===== src/rtl/mc_ctrl_pkg.sv =====
// mc_ctrl_pkg: shared constants and types for the multi-cycle MIPS controller.
// The bne extension is enabled by defining MC_CTRL_BNE_EN.
package mc_ctrl_pkg;

  localparam int OPCODE_W = 6;
  localparam int STATE_W  = 4;

  // Opcode field values (IR[31:26])
  localparam logic [OPCODE_W-1:0] OP_RTYPE = 6'h00;
  localparam logic [OPCODE_W-1:0] OP_J     = 6'h02;
  localparam logic [OPCODE_W-1:0] OP_BEQ   = 6'h04;
  localparam logic [OPCODE_W-1:0] OP_BNE   = 6'h05;
  localparam logic [OPCODE_W-1:0] OP_ADDI  = 6'h08;
  localparam logic [OPCODE_W-1:0] OP_LW    = 6'h23;
  localparam logic [OPCODE_W-1:0] OP_SW    = 6'h2B;

  // ALUop codes consumed by the ALU function decoder
  localparam logic [1:0] ALUOP_ADD   = 2'b00;
  localparam logic [1:0] ALUOP_SUB   = 2'b01;
  localparam logic [1:0] ALUOP_FUNCT = 2'b10;

  // ALU operand B select
  localparam logic [1:0] SRCB_REG     = 2'b00;
  localparam logic [1:0] SRCB_FOUR    = 2'b01;
  localparam logic [1:0] SRCB_IMM     = 2'b10;
  localparam logic [1:0] SRCB_IMM_SH2 = 2'b11;

  // PC source select
  localparam logic [1:0] PCSRC_ALU    = 2'b00;
  localparam logic [1:0] PCSRC_ALUOUT = 2'b01;
  localparam logic [1:0] PCSRC_JUMP   = 2'b10;

  // Controller states; IF must stay at encoding 0 so reset and idle agree
  typedef enum logic [STATE_W-1:0] {
    S_IF       = 4'd0,
    S_ID       = 4'd1,
    S_EX_R     = 4'd2,
    S_WB_R     = 4'd3,
    S_MEM_ADDR = 4'd4,
    S_MEM_RD   = 4'd5,
    S_WB_LD    = 4'd6,
    S_MEM_WR   = 4'd7,
    S_BR       = 4'd8,
    S_JMP      = 4'd9,
    S_EX_I     = 4'd10,
    S_WB_I     = 4'd11
  } state_t;

  // Control word produced by the state decoder (branch_ne is handled in the top)
  typedef struct packed {
    logic [1:0] alu_op;
    logic       alu_src_a;
    logic [1:0] alu_src_b;
    logic       pc_write;
    logic       pc_write_cond;
    logic [1:0] pc_source;
    logic       iord;
    logic       mem_read;
    logic       mem_write;
    logic       ir_write;
    logic       reg_write;
    logic       reg_dst;
    logic       mem_to_reg;
    logic       illegal;
  } ctrl_t;

  // True for opcodes the controller knows how to sequence
  function automatic logic op_legal(input logic [OPCODE_W-1:0] op);
    logic ok;
    ok = 1'b0;
    case (op)
      OP_RTYPE, OP_LW, OP_SW, OP_BEQ, OP_J, OP_ADDI: ok = 1'b1;
`ifdef MC_CTRL_BNE_EN
      OP_BNE: ok = 1'b1;
`endif
      default: ok = 1'b0;
    endcase
    return ok;
  endfunction

endpackage


===== src/rtl/mc_ctrl_if.sv =====
// mc_ctrl_if: controller <-> datapath bundle. The master side is the controller.
// pc_load is the combined PC enable (pc_write | pc_write_cond & (zero ^ branch_ne)),
// provided so the datapath does not have to rebuild it.
interface mc_ctrl_if
  import mc_ctrl_pkg::*;
#(
  parameter int OP_W = OPCODE_W,
  parameter int ST_W = STATE_W
);
  logic [OP_W-1:0] opcode;
  logic            zero;
  logic            mem_ready;

  logic [1:0]      alu_op;
  logic            alu_src_a;
  logic [1:0]      alu_src_b;
  logic            pc_write;
  logic            pc_write_cond;
  logic            branch_ne;
  logic [1:0]      pc_source;
  logic            iord;
  logic            mem_read;
  logic            mem_write;
  logic            ir_write;
  logic            reg_write;
  logic            reg_dst;
  logic            mem_to_reg;
  logic            illegal;
  logic [ST_W-1:0] state;
  logic            pc_load;

  modport master (
    input  opcode, zero, mem_ready,
    output alu_op, alu_src_a, alu_src_b, pc_write, pc_write_cond, branch_ne,
           pc_source, iord, mem_read, mem_write, ir_write, reg_write, reg_dst,
           mem_to_reg, illegal, state, pc_load
  );

  modport slave (
    output opcode, zero, mem_ready,
    input  alu_op, alu_src_a, alu_src_b, pc_write, pc_write_cond, branch_ne,
           pc_source, iord, mem_read, mem_write, ir_write, reg_write, reg_dst,
           mem_to_reg, illegal, state, pc_load
  );
endinterface


===== src/rtl/mc_ctrl_out_dec.sv =====
// mc_ctrl_out_dec: state -> control word. Moore except for the IF-stage
// pc_write/ir_write (gated by mem_ready) and the ID-stage illegal flag.
module mc_ctrl_out_dec
  import mc_ctrl_pkg::*;
(
  input  state_t              state,
  input  logic                mem_ready,
  input  logic [OPCODE_W-1:0] opcode,
  output ctrl_t               ctrl
);

  // Decode the control word for the current state; anything not set stays 0
  always_comb begin
    ctrl = '0;
    case (state)
      S_IF: begin
        ctrl.mem_read  = 1'b1;
        ctrl.iord      = 1'b0;
        ctrl.alu_src_a = 1'b0;
        ctrl.alu_src_b = SRCB_FOUR;
        ctrl.alu_op    = ALUOP_ADD;
        ctrl.pc_source = PCSRC_ALU;
        ctrl.ir_write  = mem_ready;
        ctrl.pc_write  = mem_ready;
      end
      S_ID: begin
        ctrl.alu_src_a = 1'b0;
        ctrl.alu_src_b = SRCB_IMM_SH2;
        ctrl.alu_op    = ALUOP_ADD;
        ctrl.illegal   = !op_legal(opcode);
      end
      S_EX_R: begin
        ctrl.alu_src_a = 1'b1;
        ctrl.alu_src_b = SRCB_REG;
        ctrl.alu_op    = ALUOP_FUNCT;
      end
      S_WB_R: begin
        ctrl.reg_write  = 1'b1;
        ctrl.reg_dst    = 1'b1;
        ctrl.mem_to_reg = 1'b0;
      end
      S_MEM_ADDR, S_EX_I: begin
        ctrl.alu_src_a = 1'b1;
        ctrl.alu_src_b = SRCB_IMM;
        ctrl.alu_op    = ALUOP_ADD;
      end
      S_MEM_RD: begin
        ctrl.mem_read = 1'b1;
        ctrl.iord     = 1'b1;
      end
      S_WB_LD: begin
        ctrl.reg_write  = 1'b1;
        ctrl.reg_dst    = 1'b0;
        ctrl.mem_to_reg = 1'b1;
      end
      S_MEM_WR: begin
        ctrl.mem_write = 1'b1;
        ctrl.iord      = 1'b1;
      end
      S_BR: begin
        ctrl.alu_src_a     = 1'b1;
        ctrl.alu_src_b     = SRCB_REG;
        ctrl.alu_op        = ALUOP_SUB;
        ctrl.pc_write_cond = 1'b1;
        ctrl.pc_source     = PCSRC_ALUOUT;
      end
      S_JMP: begin
        ctrl.pc_write  = 1'b1;
        ctrl.pc_source = PCSRC_JUMP;
      end
      S_WB_I: begin
        ctrl.reg_write  = 1'b1;
        ctrl.reg_dst    = 1'b0;
        ctrl.mem_to_reg = 1'b0;
      end
      default: ctrl = '0;
    endcase
  end

endmodule


===== src/rtl/mc_ctrl.sv =====
// mc_ctrl: multi-cycle MIPS main controller (state register + next-state logic).
// Define MC_CTRL_BNE_EN to accept bne (opcode 0x05) as a branch on !zero.
module mc_ctrl
  import mc_ctrl_pkg::*;
#(
  parameter int OP_W = OPCODE_W,
  parameter int ST_W = STATE_W
)(
  input  logic            clk,
  input  logic            rst,
  mc_ctrl_if.master       bus
);

  state_t          state_q;
  ctrl_t           ctrl;
  ctrl_t           ctrl_g;
  logic            branch_ne;
  logic [OP_W-1:0] opcode;

  assign opcode = bus.opcode;

  mc_ctrl_out_dec u_dec (
    .state     (state_q),
    .mem_ready (bus.mem_ready),
    .opcode    (opcode),
    .ctrl      (ctrl)
  );

`ifdef MC_CTRL_BNE_EN
  logic bne_q;

  // Remember whether the branch decoded in ID was a bne
  always_ff @(posedge clk or posedge rst) begin
    if (rst)
      bne_q <= 1'b0;
    else if (state_q == S_ID)
      bne_q <= (opcode == OP_BNE);
  end

  assign branch_ne = !rst && (state_q == S_BR) && bne_q;
`else
  assign branch_ne = 1'b0;
`endif

  // Sequence the instruction; opcode is only looked at in ID and MEM_ADDR
  always_ff @(posedge clk or posedge rst) begin
    if (rst) begin
      state_q <= S_IF;
    end else begin
      case (state_q)
        S_IF:       if (bus.mem_ready) state_q <= S_ID;
        S_ID: begin
          case (opcode)
            OP_RTYPE:     state_q <= S_EX_R;
            OP_LW, OP_SW: state_q <= S_MEM_ADDR;
            OP_BEQ:       state_q <= S_BR;
`ifdef MC_CTRL_BNE_EN
            OP_BNE:       state_q <= S_BR;
`endif
            OP_J:         state_q <= S_JMP;
            OP_ADDI:      state_q <= S_EX_I;
            default:      state_q <= S_IF;
          endcase
        end
        S_EX_R:     state_q <= S_WB_R;
        S_WB_R:     state_q <= S_IF;
        S_MEM_ADDR: state_q <= (opcode == OP_LW) ? S_MEM_RD : S_MEM_WR;
        S_MEM_RD:   if (bus.mem_ready) state_q <= S_WB_LD;
        S_WB_LD:    state_q <= S_IF;
        S_MEM_WR:   if (bus.mem_ready) state_q <= S_IF;
        S_BR:       state_q <= S_IF;
        S_JMP:      state_q <= S_IF;
        S_EX_I:     state_q <= S_WB_I;
        S_WB_I:     state_q <= S_IF;
        default:    state_q <= S_IF;
      endcase
    end
  end

  // While reset is high every strobe is held low so an aborted access cannot complete
  assign ctrl_g = rst ? '0 : ctrl;

  assign bus.alu_op        = ctrl_g.alu_op;
  assign bus.alu_src_a     = ctrl_g.alu_src_a;
  assign bus.alu_src_b     = ctrl_g.alu_src_b;
  assign bus.pc_write      = ctrl_g.pc_write;
  assign bus.pc_write_cond = ctrl_g.pc_write_cond;
  assign bus.branch_ne     = branch_ne;
  assign bus.pc_source     = ctrl_g.pc_source;
  assign bus.iord          = ctrl_g.iord;
  assign bus.mem_read      = ctrl_g.mem_read;
  assign bus.mem_write     = ctrl_g.mem_write;
  assign bus.ir_write      = ctrl_g.ir_write;
  assign bus.reg_write     = ctrl_g.reg_write;
  assign bus.reg_dst       = ctrl_g.reg_dst;
  assign bus.mem_to_reg    = ctrl_g.mem_to_reg;
  assign bus.illegal       = ctrl_g.illegal;
  assign bus.state         = rst ? '0 : ST_W'(state_q);
  assign bus.pc_load       = ctrl_g.pc_write | (ctrl_g.pc_write_cond & (bus.zero ^ branch_ne));

endmodule


===== src/flat_wrapper.sv =====
// flat-port wrapper written by rule: the top's interface ports become plain ports
module mc_ctrl_flat import mc_ctrl_pkg::*;
#(
  parameter int OP_W = OPCODE_W,
  parameter int ST_W = STATE_W
)
  (clk, rst, bus_opcode, bus_zero, bus_mem_ready, bus_alu_op, bus_alu_src_a, bus_alu_src_b, bus_pc_write, bus_pc_write_cond, bus_branch_ne, bus_pc_source, bus_iord, bus_mem_read, bus_mem_write, bus_ir_write, bus_reg_write, bus_reg_dst, bus_mem_to_reg, bus_illegal, bus_state, bus_pc_load);
  mc_ctrl_if #(.OP_W(OP_W), .ST_W(ST_W)) bus_i ();
  input  logic clk;
  input  logic rst;
  input wire logic [$bits(bus_i.opcode)-1:0] bus_opcode;
  input wire logic [$bits(bus_i.zero)-1:0] bus_zero;
  input wire logic [$bits(bus_i.mem_ready)-1:0] bus_mem_ready;
  output wire logic [$bits(bus_i.alu_op)-1:0] bus_alu_op;
  output wire logic [$bits(bus_i.alu_src_a)-1:0] bus_alu_src_a;
  output wire logic [$bits(bus_i.alu_src_b)-1:0] bus_alu_src_b;
  output wire logic [$bits(bus_i.pc_write)-1:0] bus_pc_write;
  output wire logic [$bits(bus_i.pc_write_cond)-1:0] bus_pc_write_cond;
  output wire logic [$bits(bus_i.branch_ne)-1:0] bus_branch_ne;
  output wire logic [$bits(bus_i.pc_source)-1:0] bus_pc_source;
  output wire logic [$bits(bus_i.iord)-1:0] bus_iord;
  output wire logic [$bits(bus_i.mem_read)-1:0] bus_mem_read;
  output wire logic [$bits(bus_i.mem_write)-1:0] bus_mem_write;
  output wire logic [$bits(bus_i.ir_write)-1:0] bus_ir_write;
  output wire logic [$bits(bus_i.reg_write)-1:0] bus_reg_write;
  output wire logic [$bits(bus_i.reg_dst)-1:0] bus_reg_dst;
  output wire logic [$bits(bus_i.mem_to_reg)-1:0] bus_mem_to_reg;
  output wire logic [$bits(bus_i.illegal)-1:0] bus_illegal;
  output wire logic [$bits(bus_i.state)-1:0] bus_state;
  output wire logic [$bits(bus_i.pc_load)-1:0] bus_pc_load;
  assign bus_i.opcode = bus_opcode;
  assign bus_i.zero = bus_zero;
  assign bus_i.mem_ready = bus_mem_ready;
  assign bus_alu_op = bus_i.alu_op;
  assign bus_alu_src_a = bus_i.alu_src_a;
  assign bus_alu_src_b = bus_i.alu_src_b;
  assign bus_pc_write = bus_i.pc_write;
  assign bus_pc_write_cond = bus_i.pc_write_cond;
  assign bus_branch_ne = bus_i.branch_ne;
  assign bus_pc_source = bus_i.pc_source;
  assign bus_iord = bus_i.iord;
  assign bus_mem_read = bus_i.mem_read;
  assign bus_mem_write = bus_i.mem_write;
  assign bus_ir_write = bus_i.ir_write;
  assign bus_reg_write = bus_i.reg_write;
  assign bus_reg_dst = bus_i.reg_dst;
  assign bus_mem_to_reg = bus_i.mem_to_reg;
  assign bus_illegal = bus_i.illegal;
  assign bus_state = bus_i.state;
  assign bus_pc_load = bus_i.pc_load;
  mc_ctrl #(.OP_W(OP_W), .ST_W(ST_W)) u_core (.clk(clk), .rst(rst), .bus(bus_i));
endmodule

===== config.mk =====
export PLATFORM = sky130hd
export DESIGN_NAME = mc_ctrl_flat
export DESIGN_NICKNAME = d
export VERILOG_FILES = /design/src/rtl/mc_ctrl_pkg.sv /design/src/rtl/mc_ctrl_if.sv /design/src/rtl/mc_ctrl_out_dec.sv /design/src/rtl/mc_ctrl.sv /design/src/flat_wrapper.sv
export SDC_FILE = /design/constraint.sdc
export NUM_CORES = 1
export LEC_CHECK = 0
export CAP_MARGIN = 20
export CORE_MARGIN = 2
export CORE_UTILIZATION = 37
export CTS_CLUSTER_DIAMETER = 80
export DETAILED_ROUTE_END_ITERATION = 7
export PLACE_DENSITY_LB_ADDON = 0.05
export SLEW_MARGIN = 20
export SYNTH_ARGS = -nofsm -noshare
export SYNTH_HDL_FRONTEND = slang
export SYNTH_SLANG_ARGS = --single-unit

===== constraint.sdc =====
create_clock -name clk -period 1.9 [get_ports clk]
set_clock_uncertainty 0.05 [all_clocks]
set_input_delay 0.38 -clock clk [delete_from_list [all_inputs] [get_ports clk]]
set_output_delay 0.38 -clock clk [all_outputs]
set_load 0.005 [all_outputs]

==> results of run 1 <==
[layout make-up]
type,instances,area [µm²]
clock buffers,3,22.5
well taps,16,20.0
inverters,6,22.5
flip-flops and latches,4,103
fillers,110,272
repair buffers,70,572
multi-input cells,68,495
[where the power goes]
part / switching [W] / internal [W] / leakage (nW) / total, W
clock: 0.0000359 / 0.0000707 / 0.0138 / 0.000107
combinational: 0.000403 / 0.000498 / 0.575 / 0.000901
sequential: 0.0000227 / 0.000112 / 0.0500 / 0.000135
[what timing repair did]
action                     CTS  global route
buffers inserted             8             2
pin swaps                    2             4
resized for setup           58            30
hold endpoints to repair     0             0
setup endpoints to repair   22            14
[synthesized netlist by cell type (all sizes together) (2+ instances only)]
library cell  n
nor2          7
dfrtp         4
nor2b         4
buf           7
nand2b        4
xor2          2
nand2         8
nand3         2
o21ai         4
nor4b         2
clkbuf        2
inv           6
o32ai         2
a21oi         6
nor4          5
nor3          7
o21a          3
[routing by layer]
metal	wire length, µm	GRT usage (%)	share of wire, %
met5	0	0	0
met4	13	7.27	0.59
met3	128	6.25	5.8
met2	1150	41.2	52
met1	928	29.8	42
[how the worst max path moves through the flow]
stage	endpoint	slack (ns)	depth (start not counted)	start
floorplan	bus_pc_source[0]	0.10	5	u_core.state_q[0]$_DFFE_PP0P_
global placement	bus_illegal	-0.49	5	bus_opcode[2]
detailed placement	bus_illegal	-0.55	5	bus_opcode[2]
CTS	bus_illegal	-0.05	5	bus_opcode[4]
global route	bus_alu_src_b[1]	-0.05	5	u_core.state_q[1]$_DFFE_PP0P_
finish	bus_alu_src_b[1]	-0.01	5	u_core.state_q[1]$_DFFE_PP0P_
[worst max-delay path, delay by kind of cell (launching register included)]
family / cells / cell delay, ns
DFF: 1 / 0.43
AOI/OAI and AO/OA: 2 / 0.23
and+or+nand+nor: 1 / 0.36
buffers and inverters: 2 / 0.23
[logic make-up (layout without fill, tap and decap cells)]
group / count (synthesis) / count (layout) / share of synthesized area (%)
simple gates: 44 / 44 / 41.8
compound gates: 20 / 20 / 22.7
buf+inv: 15 / 79 / 13.4
flops: 4 / 4 / 17.0
xor+xnor: 3 / 3 / 4.46
other cells: 1 / 1 / 0.636
[per-stage QoR]
| stage | instance area, µm² | hold WS [ns] | cells | setup TNS, ns | worst slack (ns) |
|---|---|---|---|---|---|
| global placement | 1080 | 0.673 | 154 | -7.20 | -0.494 |
| finish | 1230 | 0.379 | 167 | -0.0103 | -0.0103 |
| global route | 1230 | 0.388 | 167 | -0.0837 | -0.0548 |
| detailed placement | 1080 | 0.672 | 154 | -7.56 | -0.554 |
| CTS | 1180 | 0.341 | 165 | -0.108 | -0.0477 |
| floorplan | 589 | 0.138 | 87 | 0 | 0.104 |
==> impl_summary.md, run 1 <==
STA
For this run, the top clock speed supported by timing is 523 MHz. The minimum clock period after layout is roughly 1.9 ns. The number of hold violations in the final report is 0. The post-layout worst setup margin is -0.0103 ns.

The final setup violation count is 1. Setup repair after global routing could not meet its margin everywhere. The final number of max-transition violations came to 0. The fraction of the cycle the final worst path needs is 101%.

Synth
The synthesized flop and latch total is 4. The share of the yosys chip area belonging to registers is roughly 17%. The post-synthesis instance total is 87. The count of cell types in the netlist is 32. The most frequently used flop master after synthesis is sky130_fd_sc_hd__dfrtp_1.

The portion of synthesized cell area occupied by the leading cell type is 17.0%. The number of flops mapped to enable cells by yosys is 0. The post-synthesis cell area is approximately 590 µm².

The library cell with the largest summed area after synthesis is sky130_fd_sc_hd__dfrtp_1. The net count after synthesis is 97. Dividing the synthesized area by the synthesized cell count gives 6.77 µm². The fraction of synthesis flops using an asynchronous set or reset pin is 100%. In the post-synthesis netlist, the biggest area contributors are sky130_fd_sc_hd__dfrtp_1, sky130_fd_sc_hd__nor3_1, sky130_fd_sc_hd__nor4_1.

The Yosys step of the flow raised 0 warnings.

Worst setup path
The signal on the critical path passes through buf_6 -> or3b_4 -> a21oi_2 -> o21a_1 -> buf_2. The number of cells on the worst reg-to-reg path is 6. Data on the critical path is required at its endpoint by about 1.5 ns.

The startpoint of the most critical register-to-register path is u_core.state_q[0]$_DFFE_PP0P_. STA classifies the critical path endpoint as an output port. The cell at the slowest stage of the critical path is sky130_fd_sc_hd__dfrtp_2. The end of the worst register-to-register path is u_core.state_q[2]$_DFFE_PP0P_. The delay contributed by the slowest stage of the critical path is 0.43 ns.

The maximum fanout along the worst path is 5. The critical path arrival is 1.48 ns. The classification of the worst setup path is reg -> out.

The worst setup path is launched from a register. The setup check on the worst reg-to-reg path leaves a slack of 0.29 ns.

Floorplanning
In this run the horizontal extent of the chip is approximately 44 µm. The count of pins on the block boundary is 33. The die is around 44 µm tall. After floorplanning, the core was divided into 14 placement rows. The core region is between 1500 and 2000 µm². Once the floorplan was initialized, standard cells occupied ~40% of the core. The area of the die is approximately 1900 µm².

Clock tree
Buffers inserted during clock tree synthesis total 3. The clock slew seen by the registers of the worst setup and hold paths is about 0.04 ns. The clock insertion delay at the later pin of the skew report is between 0.2 and 0.25 ns.

The TritonCTS clock tree is built. The cell sitting at the root of the clock tree is a sky130_fd_sc_hd__clkbuf_4. The clock net in this run drives a total of 4 sinks. The H-tree depth is 1.

The worst-case clock buffer depth is 2. The hold-fix buffer count after cts is 0.

GRT
The aggregate global routing overflow is 0. Across every metal layer, demand over resource in global routing totals between 20% and 30%. The number of global-route vias before repair was approximately 840. Entering global routing, the biggest net connects 12 pins. The global-route wire length before repair is between 3000 and 4000 µm.

The number of antenna violations at the first check in global routing came to 0.

Route
The ratio of routed vias to standard cells is approximately 5.4. The routed layout has around 900 vias. The mean routed wirelength per cell is ~13 µm. The post-route DRC violation count is 0. For this block, the initial DRC count from the detailed router was 23. The number of iterations in the first detailed-routing pass is 4. The number of antenna-violating nets in the routed design is 0. The total length of routed wires is 2220 µm.

Power and ir drop
For this design the ratio of total power to cell area is approximately 920 nW/µm². The leakage power is around 0.64 nW. Across the VDD grid, the largest voltage drop is ~0.00062 V.

Total power for the finished layout comes to ~0.0011 W.

Job
Across the run, the number of max-cap violations was 0.

Cells and area
In the layout the commonest cells are sky130_fd_sc_hd__buf_4, sky130_fd_sc_hd__dlygate4sd2_1, sky130_fd_sc_hd__nor2_1, sky130_fd_sc_hd__nor3_1, sky130_fd_sc_hd__buf_2. At the end of the flow the core is filled with cells to 82.0%. The number of nets in the layout is 163. The repair_antennas step left the layout with diodes totalling 0.

In the final layout, the registers with the most flip-flops are u_core.state_q: 4 flops. The register with the most flip-flops in the final layout is u_core.state_q. The most common cell after layout, fill and taps aside is sky130_fd_sc_hd__buf_4.

The post-route netlist has about half of its cells at a drive strength greater than 1. The area growth from synthesis to final layout is 110%. The number of flip-flops in the largest register is 4.

Run status
The flow ran to the end, but the final reports show violations. The final reports fail on negative setup slack.

Placed design
Routability-driven placement finished with a final weighted congestion of between 0.8 and 0.9. The count of port buffers added during placement is 31. Summed over all nets, the half-perimeter wirelength after detailed placement is ~1600 µm.

Worst hold path
The min-delay analysis places its worst path in the category in -> async.
Note: power is estimated with default switching activity, not from simulation.
==> run 2: changes to the inputs <==
CORE_UTILIZATION = 40   (was 37)
SYNTH_HIERARCHICAL = 1   (was default)
==> run 2 against run 1 <==
The flow still finishes with violations (negative setup slack). Hold slack got worse by 0.056 ns. Critical path depth rose by 3. Final area rose by 30%. Sequential share of layout area fell by 2.1 points. Critical path type unchanged.
==> impl_summary.md, run 2 <==
Cells and area
The multi-input gate area in the final layout is approximately 750 µm². The fill cell total of the finished layout is 62. The number of nets in the layout is about 190. Excluding fillers, the count of instances in the completed layout stands at 200.

The area growth from synthesis to final layout is 114%. The sequential cell area in the final layout is roughly 100 µm². The number of flip-flops in the largest register is 4. In the layout the commonest cells are sky130_fd_sc_hd__buf_4, sky130_fd_sc_hd__nor2b_1, sky130_fd_sc_hd__buf_6, sky130_fd_sc_hd__buf_2, sky130_fd_sc_hd__dlygate4sd2_1. The post-route netlist has roughly three fifths of its cells at a drive strength greater than 1. In the final layout, the registers with the most flip-flops are u_core/state_q: 4 flops. The antenna diode count is 0. The largest register by flop count is u_core/state_q. The library cell used most frequently in the layout, excluding fill and tap cells, is sky130_fd_sc_hd__buf_4.

Worst setup path
The worst setup path is launched from a register. The most numerous cell type found on the critical path is sky130_fd_sc_hd__buf_4. The worst setup path is captured at an output port. The endpoint identified for the worst register-to-register timing path is u_core/state_q[0]$_DFFE_PP0P_. The number of buffers and inverters on the critical path is 5. The critical path arrival is between 1.5 and 2 ns. The last element of the critical path is bus_pc_load. The total number of cells along the worst setup path is 8.

Among all stages on the critical path, the largest delay is contributed by sky130_fd_sc_hd__dfrtp_1. In this run the worst setup path begins at u_core/state_q[0]$_DFFE_PP0P_. Setup slack on the worst reg-to-reg path comes out at -0.02 ns. The startpoint of the most critical register-to-register path is u_core/state_q[1]$_DFFE_PP0P_. The critical path goes through buf_4 -> buf_6 -> buf_4 -> buf_4 -> nor3_4 -> nor2b_2 -> a21o_1 -> buf_2. Along the worst path, the maximum fanout reaches 4.

For the worst setup path, the data required time is 1.47 ns. The kind of cell adding the most delay to the critical path is buffers and inverters. The number of cells on the worst reg-to-reg path is 7.

The delay contributed by the slowest stage of the critical path is 0.40 ns. The classification of the worst setup path is reg -> out.

Clock tree
The hold-fix buffer count after cts is 0. The TritonCTS clock tree is built. The tree is rooted in a sky130_fd_sc_hd__clkbuf_4. The H-tree depth is 1. The clock slew seen by the registers of the worst setup and hold paths is 0.04 ns. The worst-case clock buffer depth is 2. The total number of clock tree sinks is 4. The clock buffer count from CTS is 3. The clock insertion delay at the later pin of the skew report is approximately 0.23 ns.

Synth
The post-synthesis cell area is about 750 µm². The most frequently used flop master after synthesis is sky130_fd_sc_hd__dfrtp_1. When the netlist entered floorplanning its net count stood at between 100 and 150.

By count the netlist is led by sky130_fd_sc_hd__nor2b_1, sky130_fd_sc_hd__nor2_1, sky130_fd_sc_hd__nor3_1. Yosys attributes the largest share of cell area to sky130_fd_sc_hd__nor2b_1, sky130_fd_sc_hd__dfrtp_1, sky130_fd_sc_hd__buf_6. A synthesized cell averages roughly 7.3 µm².

The Yosys step of the flow raised 6 warnings. Summing the areas of all xor and xnor instances in the mapped netlist gives between 3 and 4% of the synthesized area. Yosys mapped the design onto 38 distinct sky130hd cell types.

The library cell with the largest summed area after synthesis is sky130_fd_sc_hd__nor2b_1. The adder-cell share of the synthesized area is under 10%. The synthesized-area fraction occupied by ao, oa, aoi and oai cells is around 18%.

The portion of synthesized cell area occupied by the leading cell type is 19.3%. Measured against the total synthesized area, the mux share comes to roughly 4.2%. Yosys mapped a number of flops with a built-in enable equal to 0. The simple-gate portion of the synthesized area is between 40 and 50%. The dominant cell by count in the synthesized netlist is sky130_fd_sc_hd__nor2b_1. In the synthesized netlist the async set-or-reset flop fraction comes to between 90% and 100%.

Of the synthesized area, sequential elements account for 13.4%. Counting every instance in the synthesized netlist gives around 100. The largest family of logic cells by synthesized area is simple AND/OR/NAND/NOR gates. The synthesized flop and latch total is 4.

GRT
The largest net degree at the start of global routing is 16. The aggregate global routing overflow is 0. The number of global-route vias before repair was approximately 850. The number of antenna violations at the first check in global routing was 0. The first global-routing pass estimated 3690 µm of wire. Across every metal layer, demand over resource in global routing totals about a quarter.

Placed design
The HPWL after detailed placement is 1620 µm. After detailed placement, the design holds a cell count of 174. The final weighted congestion of routability-driven global placement is about 0.77. The post-placement worst setup slack is -0.723 ns.

During placement, the flow inserted port buffers numbering 31.

Floorplanning
The floorplan step set the die width to approximately 47 µm. The floorplan step defined a core boundary enclosing roughly 1700 µm². The die covers roughly 2200 µm². The standard-cell row count is 15. In this run the vertical extent of the chip is approximately 47 µm. The count of pins on the block boundary is 33.

The effective utilization at floorplan is a little over two fifths.

Route
After detailed routing, the total wire length is about 3600 µm. The mean routed wirelength per cell is between 15 and 20 µm. The pre-antenna-repair detailed-routing pass consisted of 4 iterations. The post-route DRC violation count is 0. In the routed layout, each cell is associated on average with a via count of roughly 5.5. The count of nets left with antenna violations once routing finished came out at 0. The number of vias in the routed layout is about 1100. The number of DRC markers after the initial detailed-route iteration is 44.

STA
The final setup violation count is 16. The minimum clock period after layout is between 2 and 2.5 ns. The fraction of the cycle the final worst path needs is 112%. The final number of max-transition violations is 0. Timing would allow up to roughly 470 MHz. Setup repair after global routing could not meet its margin everywhere. Setup slack on the critical path of the routed design comes to -0.219 ns. The number of hold violations in the final report is 0.

Power and ir drop
In this run the static leakage power is a little over 0.8 nW. IR analysis of the VDD net gives a maximum drop of about 0.001 V. For this design the ratio of total power to cell area is between 1000 and 1500 nW/µm². The final total power is 0.00165 W.

Worst hold path
The tightest min-delay check is of the in -> async type.

Run status
The flow ran to the end, but the final reports show violations. The checks that failed: negative setup slack.

Job
The reported max-cap violation count is 0.
-- run 2: worst min-delay path by stage --
stage	startpoint	slack (ns)	to
floorplan	rst	0.31	u_core/state_q[0]$_DFFE_PP0P_
global placement	u_core/state_q[3]$_DFFE_PP0P_	0.62	u_core/state_q[2]$_DFFE_PP0P_
detailed placement	u_core/state_q[3]$_DFFE_PP0P_	0.64	u_core/state_q[2]$_DFFE_PP0P_
CTS	rst	0.34	u_core/state_q[0]$_DFFE_PP0P_
global route	rst	0.34	u_core/state_q[0]$_DFFE_PP0P_
finish	rst	0.32	u_core/state_q[0]$_DFFE_PP0P_
-- run 2: cell families (layout without fill, tap and decap cells) --
family,count (synthesis),in the layout
other cells,1,1
xor+xnor,3,3
fa+ha+maj,1,1
simple gates,58,58
compound gates,16,16
mux,3,3
flops,4,4
buf+inv,16,89
-- run 2: worst reg2reg max path: cells and delay by family, from the launching register on --
kind | cells | cell delay [ns]
AND/OR/NAND/NOR | 2 | 0.41
AO/OA/AOI/OAI | 2 | 0.61
flip-flops | 1 | 0.39
buffers and inverters | 3 | 0.36
-- run 2: metrics by stage --
step                      hold slack [ns]  cell area [µm²]  utilization [%]  setup TNS [ns]
after global placement              0.625             1210             69.1           -5.56
after floorplan                     0.308              747                -               0
after detailed placement            0.642             1210             69.1           -5.85
final                               0.323             1600             91.7           -1.53
after global routing                0.340             1600             91.7           -2.74
after CTS                           0.342             1360             78.1          -0.672
-- run 2: final cells by class --
cell class | count | share of cell area, %
inverter | 5 | 1.17
multi-input combinational | 82 | 46.9
clock buffer | 3 | 1.41
tap | 25 | 1.95
sequential | 4 | 6.25
timing repair buffer | 81 | 42.3
-- run 2: power breakdown --
group	leakage, nW	internal, W	switching, W
Combinational	0.754	0.000760	0.000650
Clock	0.0138	0.0000704	0.0000314
Sequential	0.0519	0.000112	0.0000245
Total	0.819	0.000942	0.000706
-- run 2: layer usage --
layer | global-route usage, % | wire length [µm] | vias to the layer above
met1 | 26.4 | 1410 | 516
met3 | 3.08 | 201 | 20
met5 | 0 | 0 | -
li1 | - | - | 487
met4 | 7.78 | 176 | 0
met2 | 44.7 | 1850 | 67
-- run 2: what timing repair did --
item / 4_1_cts / 5_1_grt
setup endpoints to repair: 22 / 23
gates resized for setup: 96 / 52
pin swaps: 10 / 10
setup buffers: 11 / 14
cloned: 0 / 0
==> run 3: changes to the inputs <==
RECOVER_POWER = 50   (was default)
==> results of run 3 <==
The final DEF is identical to that of run 2; final timing and power are the same.
